## src/rtl/pwm_reg_arbiter.sv

```systemverilog
// pwm_reg_arbiter
// Owns the PWM configuration bank (en_out, en_pwm_mode, pwm_duty_cycle) and
// shares write access between N_REQ masters with round-robin arbitration.
// Each accepted write takes two cycles: IDLE picks a requester, GRANT
// presents a registered ready and performs the byte write.
//
// state | meaning
// IDLE  | no grant outstanding; arbitrate among valid requesters
// GRANT | req_ready[grant_id] high; write (or flag) on this cycle's edge
//
// Build option: define PWM_REG_SHADOW_COMMIT_EN to route writes into shadow
// bytes that are copied to the visible outputs after a commit_strobe.
module pwm_reg_arbiter #(
  parameter int N_REQ = 2,
  localparam int PTR_W = $clog2(N_REQ)
) (
  input  logic               clk,
  input  logic               rst_n,
`ifdef PWM_REG_SHADOW_COMMIT_EN
  input  logic               commit_strobe,
`endif
  input  logic [N_REQ-1:0]   req_valid,
  input  logic [N_REQ*7-1:0] req_addr,
  input  logic [N_REQ*8-1:0] req_data,
  output logic [N_REQ-1:0]   req_ready,
  output logic [15:0]        en_out,
  output logic [15:0]        en_pwm_mode,
  output logic [7:0]         pwm_duty_cycle,
  output logic [PTR_W-1:0]   grant_id,
  output logic               busy,
  output logic               wr_err
);

  typedef enum logic {IDLE, GRANT} state_t;

  // Requester count at the width of the wrap-around sum used in the search.
  localparam logic [PTR_W:0] N_REQ_W = (PTR_W+1)'(N_REQ);
  localparam logic [PTR_W-1:0] LAST_ID = PTR_W'(N_REQ-1);

  state_t           state_q, state_d;
  logic [PTR_W-1:0] grant_d;
  logic [PTR_W-1:0] rr_ptr_q, rr_ptr_d;
  logic [N_REQ-1:0] ready_d;
  logic             busy_d;
  logic             wr_err_d;

  logic [PTR_W-1:0] pick;
  logic             any_valid;
  logic             sel_valid;
  logic [6:0]       sel_addr;
  logic [7:0]       sel_data;
  logic [4:0]       byte_we;

  // Visible bank bytes: 0 en_out lo, 1 en_out hi, 2 mode lo, 3 mode hi, 4 duty.
  logic [7:0]       bank_q [5];
  logic [7:0]       wr_next [5];

  assign any_valid = |req_valid;
  assign sel_valid = req_valid[grant_id];
  assign sel_addr  = req_addr[int'(grant_id)*7 +: 7];
  assign sel_data  = req_data[int'(grant_id)*8 +: 8];

  // Cyclic search from rr_ptr: highest offset first so the nearest valid wins.
  always_comb begin
    logic [PTR_W:0]   sum;
    logic [PTR_W-1:0] cand;
    pick = rr_ptr_q;
    sum  = '0;
    cand = '0;
    for (int k = N_REQ-1; k >= 0; k--) begin
      sum = {1'b0, rr_ptr_q} + (PTR_W+1)'(k);
      if (sum >= N_REQ_W) begin
        sum = sum - N_REQ_W;
      end
      cand = sum[PTR_W-1:0];
      if (req_valid[cand]) begin
        pick = cand;
      end
    end
  end

  // Next-state, registered-output values and byte write enables.
  always_comb begin
    state_d  = state_q;
    grant_d  = grant_id;
    rr_ptr_d = rr_ptr_q;
    ready_d  = '0;
    busy_d   = 1'b0;
    wr_err_d = 1'b0;
    byte_we  = '0;
    case (state_q)
      IDLE: begin
        if (any_valid) begin
          grant_d       = pick;
          ready_d[pick] = 1'b1;
          busy_d        = 1'b1;
          state_d       = GRANT;
        end
      end
      GRANT: begin
        // A requester that dropped valid gets neither a write nor an error.
        if (sel_valid) begin
          if (sel_addr < 7'd5) begin
            byte_we[sel_addr[2:0]] = 1'b1;
          end else begin
            wr_err_d = 1'b1;
          end
        end
        rr_ptr_d = (grant_id == LAST_ID) ? '0 : grant_id + 1'b1;
        state_d  = IDLE;
      end
      default: state_d = IDLE;
    endcase
  end

  // FSM state, grant bookkeeping and the Moore handshake outputs.
  always_ff @(posedge clk) begin
    if (!rst_n) begin
      state_q   <= IDLE;
      grant_id  <= '0;
      rr_ptr_q  <= '0;
      req_ready <= '0;
      busy      <= 1'b0;
      wr_err    <= 1'b0;
    end else begin
      state_q   <= state_d;
      grant_id  <= grant_d;
      rr_ptr_q  <= rr_ptr_d;
      req_ready <= ready_d;
      busy      <= busy_d;
      wr_err    <= wr_err_d;
    end
  end

`ifdef PWM_REG_SHADOW_COMMIT_EN
  logic [7:0] shadow_q [5];

  // Shadow bytes after this cycle's write; a same-cycle commit sees this value.
  always_comb begin
    for (int i = 0; i < 5; i++) begin
      wr_next[i] = byte_we[i] ? sel_data : shadow_q[i];
    end
  end

  // Shadow bank tracks writes; the visible bank copies it on commit_strobe.
  always_ff @(posedge clk) begin
    if (!rst_n) begin
      for (int i = 0; i < 5; i++) begin
        shadow_q[i] <= '0;
        bank_q[i]   <= '0;
      end
    end else begin
      for (int i = 0; i < 5; i++) begin
        shadow_q[i] <= wr_next[i];
        if (commit_strobe) begin
          bank_q[i] <= wr_next[i];
        end
      end
    end
  end
`else
  // Visible bytes after this cycle's write; untouched bytes hold.
  always_comb begin
    for (int i = 0; i < 5; i++) begin
      wr_next[i] = byte_we[i] ? sel_data : bank_q[i];
    end
  end

  // Visible bank updated directly by granted writes.
  always_ff @(posedge clk) begin
    if (!rst_n) begin
      for (int i = 0; i < 5; i++) begin
        bank_q[i] <= '0;
      end
    end else begin
      for (int i = 0; i < 5; i++) begin
        bank_q[i] <= wr_next[i];
      end
    end
  end
`endif

  assign en_out         = {bank_q[1], bank_q[0]};
  assign en_pwm_mode    = {bank_q[3], bank_q[2]};
  assign pwm_duty_cycle = bank_q[4];

endmodule

```

## config.mk

```make
export PLATFORM = sky130hd
export DESIGN_NAME = pwm_reg_arbiter
export DESIGN_NICKNAME = d
export VERILOG_FILES = /design/src/rtl/pwm_reg_arbiter.sv
export SDC_FILE = /design/constraint.sdc
export NUM_CORES = 1
export LEC_CHECK = 0
export ABC_AREA = 1
export CAP_MARGIN = 20
export CORE_MARGIN = 1
export CORE_UTILIZATION = 39
export CTS_CLUSTER_SIZE = 10
export DETAILED_ROUTE_END_ITERATION = 8
export GPL_TIMING_DRIVEN = 0
export PLACE_DENSITY = 0.72
export SLEW_MARGIN = 20
export SYNTH_ARGS = -nofsm -noshare
export SYNTH_HDL_FRONTEND = slang
export SYNTH_SLANG_ARGS = --single-unit
export TNS_END_PERCENT = 5
```

## constraint.sdc

```tcl
create_clock -name clk -period 1.3 [get_ports clk]
set_input_delay 0.26 -clock clk [delete_from_list [all_inputs] [get_ports clk]]
set_output_delay 0.26 -clock clk [all_outputs]
set_load 0.01 [all_outputs]
```

# After elaboration in Yosys (flattened, before gate mapping)
# Memories as Yosys holds them, arrays and structs flattened.
# Index checks and enable logic that the tools add are counted.
# totals
ff_bits	7
ram_bits	40
input_bits	34
elab_cells	72
n_memories	1
# mem_list
memory	depth	word_bits	rd	rd_clocked_by_memory_dff	wr	line	rtl
bank_q	5	8	5	0	5	55	logic [7:0] bank_q [5];
# classes
add_sub_neg	4
multipliers	1
order_cmp	10
shift	2
muxes	33
n_bitwise	8
reduce_logical	7
# ops
cell	count
8-bit 2-to-1 mux	10
1-bit 2-to-1 mux	17
16-bit by 5-bit indexed part select with 8-bit output	1
5-bit 2-to-1 mux	3
14-bit by 5-bit indexed part select with 7-bit output	1
1-bit by 2-bit less-than comparator with 1-bit output, second input constant	4
7-bit by 3-bit less-than comparator with 1-bit output, second input constant	1
1-bit bitwise OR	5
3-bit by 4-bit less-than comparator with 1-bit output, second input constant	1
1-bit by 3-bit multiplier with 4-bit output, second input constant	1
2-bit OR reduction	2
1-bit demux with 3-bit select	1
3-bit by 1-bit >= comparator with 1-bit output, second input constant	1
1-bit inverter	3
3-bit AND reduction	1
3-bit OR reduction	1
1-bit by 1-bit adder with 2-bit output, second input constant	1
1-bit by 2-bit >= comparator with 1-bit output, second input constant	1
2-bit >= comparator, second input constant	1
1-bit logical AND	2
1-bit case mux with 2 select lines	1
2-bit AND reduction	1
1-bit subtractor, second input constant	2
1-bit adder, second input constant	1
other kinds (2)	2

# Depth between registers and ports, before layout
# depth
depth_word	11
mapped_depth	12

# Least setup slack after synthesis
# No wires, ideal clock.
# synth_path
path_kind	reg-to-reg
from	register grant_id
to	memory bank_q[0][7]
arrival_time_ns	1.340
required_ns	1.187
path_slack_ns	-0.153
stages_incl_launch_ff	12
n_path_buf	2
cell_sequence	dfxtp_1 -> buf_6 -> inv_4 -> nor2_1 -> nand3_1 -> nand2_2 -> nand2_2 -> nor2_4 -> buf_6 -> nand2_1 -> nand2_1 -> nor2_1
# synth_lines
item	line	rtl
from (decl)	29	output logic [PTR_W-1:0] grant_id,
from (signal assigned)	127	grant_id <= grant_d;
to (decl)	55	

==> flow_summary_export.csv <==
group,metric,value,unit
status,status,"finished, violations left",
status,violations,"setup timing",
clocking,clockRootBuffer,"clkbuf_8",
route,wl_met1,2523,um
route,route.met2.wl,2955,um
layout,fin_nets,423,
layout,final_cell_mix,"85 x nor2_1, 66 x nand2_1, 45 x dlygate4sd2_1",
setup_path,path_cells,"clkbuf_16, o21ai_1, nand3_2, buf_4, nor2_4, nand3_1, nand2_1, nor2_1",
hold_path,min_path_cells,3,
floorplan,core_area,5140,sq um
placement,place.gp.congestion,0.8185,
grt,track_usage,21.84,%
timing,max_freq,0.6544,GHz
grt,grt_pass1_vias,2026,
placement,io_buffer_count,77,
layout,syn2layout_area_growth,57.31,%
logic_synthesis,synth_seq_cells,46,
timing,period_minus_slack,1528,ps
clocking,htree_levels,2,
pwr,p_leak,1.492,nW
setup_path,max_stage_delay,370,ps
logic_synthesis,synthCells,297,
setup_path,critPathBufInv,2,
setup_path,startpoint_type,"register",
grt,grt_max_degree,16,
floorplan,dieArea,5654,sq um
route,drt_pass1_iterations,4,
logic_synthesis,syn_area,2090,sq um
setup_path,critPathMaxFanout,8,
grt,grt_antenna_before_repair,0,
clocking,cts.clk_slew.worst_paths,90,ps
timing,drv_slew,0,
route,top_layer,"met4",
setup_path,cp_top_family,"simple AND/OR/NAND/NOR gates",
logic_synthesis,synth_nets,331,
logic_synthesis,syn_area_per_cell,7.035,sq um
timing,finClkSkew,10.35,ps
timing,final-setup-viol-count,41,
timing,setup_tns,-7536,ps
floorplan,num_io_pins,79,
layout,drive_gt1_share,16.67,%
timing,hold_viol,0,
timing,finalWorstSetupSlack,-228.2,ps
route,drt.antenna.violating_nets,0,
setup_path,r2r_cells,8,
clocking,clock_path_buffers,2,
floorplan,rows,26,
timing,tightest_slew,431.4,ps
route,wl_met3,226,um
route,wire_per_inst,12.58,um
clocking,cts_sinks,46,
grt,grt_pass1_wl,9156,um
layout,layout_commonest_cell,"nor2_1",
job,cap_violations,0,
setup_path,critPathKind,"reg -> reg",
setup_path,crit_required,1500,ps
timing,rsz0062_at_grt,"yes",
setup_path,critical_path_depth,8,
route,wl,5788,um
route,drc,0,
route,vias,2184,
timing,fin_hold_ws,324.1,ps
floorplan,initial_utilization,40.65,%
clocking,clk-insertion-delay-late,310,ps
clocking,cts_inserted_buffers,5,
logic_synthesis,yosysWarnings,0,
logic_synthesis,synth-seq-area-share,44.07,%
setup_path,cp.arrival,1730,ps
timing,min_period_over_period,117.6,%
route,vias_per_cell,4.748,
grt,grt.overflow.total,0,
timing,relSlewSlack,71.24,%
floorplan,dieHeight,75.20,um
pwr,power,0.002791,W
logic_synthesis,ys_types,24,
floorplan,die_w,75.20,um
route,drt_iter0_markers,145,
clocking,tritoncts,"built",
setup_path,crit_slowest_cell,"dfxtp_4",
hold_path,hold_class,"in -> reg",
pwr,vdd_drop_max,493.2,uV
placement,dp_hpwl,4109,um
pwr,power_density,849.1,nW/um^2
layout,diodes,0,
setup_path,cp-end-kind,"register",
==> flip-flops by register name, indices dropped and copies added (netlist names) <==
signal and count:
bank_q 40, grant_id 1, rr_ptr_q 1, wr_err 1
req_ready 2, busy 1
==> stage by stage <==
| step | util (%) | area [sq um] | instances | setup WS (ps) |
|---|---|---|---|---|
| after floorplan | - | 2098 | 297 | -132.6 |
| after global placement | 57.52 | 2957 | 444 | -563.8 |
| after detailed placement | 57.52 | 2957 | 444 | -556.5 |
| after CTS | 61.76 | 3174 | 456 | -212.9 |
| after global routing | 63.95 | 3287 | 460 | -333.1 |
| final | 63.95 | 3287 | 460 | -228.2 |
==> cell usage after synthesis (all sizes together) <==
master	number	area, sq um
o211ai	1	7.510
a2111o	1	11.26
nor3	1	5.000
inv	16	62.57
buf	8	68.81
dfxtp	46	920.9
nand3	28	140.1
nor2	96	402.9
clkbuf	3	11.26
a21oi	3	15.01
nand3b	1	7.510
o21ai	5	28.77
nand2	80	327.8
mux2i	8	80.08
==> layer usage <==
metal	GRT usage, %	vias to the layer above
met1	26.79	1002
met5	0	-
met3	3.213	7
met2	38.04	62
li1	-	1113
met4	9.671	0
==> report_power, final <==
part | switching [W] | internal [W] | leakage, nW
combinational | 0.000248 | 0.000225 | 1.08
sequential | 0.0000121 | 0.00142 | 0.373
clock | 0.000507 | 0.000378 | 0.0441
total | 0.000767 | 0.00202 | 1.49
==> kinds of logic after synthesis <==
kind of cell / after synthesis / synth area share [%]
flops: 46 / 44.07
mux: 8 / 3.832
simple gates: 206 / 42.28
compound gates: 10 / 2.994
buf+inv: 27 / 6.827
==> timing repair <==
action                                  CTS  global route
cloned                                    1             1
gates resized for setup                  79            16
hold buffers                              0             0
setup buffers                             3             3
endpoints found under the setup margin   86            41
pin swaps                                 8            10
==> worst register-to-register path, cell delays in order, from the launching register on <==
cell,delay [ps]
dfxtp_4,370
clkbuf_16,150
o21ai_1,160
nand3_2,150
buf_4,170
nor2_4,200
nand3_1,110
nand2_1,80
nor2_1,40
==> cell type report <==
class                           count  area, sq um
Fill cell                         490         1853
Multi-Input combinational cell    224         1207
Sequential cell                    46        928.4
Timing Repair Buffer               85        803.3
Buffer                             11        97.59
Tap cell                           70        87.58
Inverter                           16        72.57
Clock buffer                        5        68.82
Clock inverter                      3        21.27
==> path summary, 6_finish.rpt <==
kind | from | to | slack [ps]
hold reg to reg | bank_q[0][2]$_SDFFE_PN0P_ | bank_q[0][2]$_SDFFE_PN0P_ | 480
setup reg to reg | grant_id$_SDFFE_PN0P_ | bank_q[3][0]$_SDFFE_PN0P_ | -230
setup / recovery | grant_id$_SDFFE_PN0P_ | bank_q[3][0]$_SDFFE_PN0P_ | -230
hold / removal | rst_n | rr_ptr_q$_SDFFE_PN0P_ | 320
(Power assumes the default switching activity.)
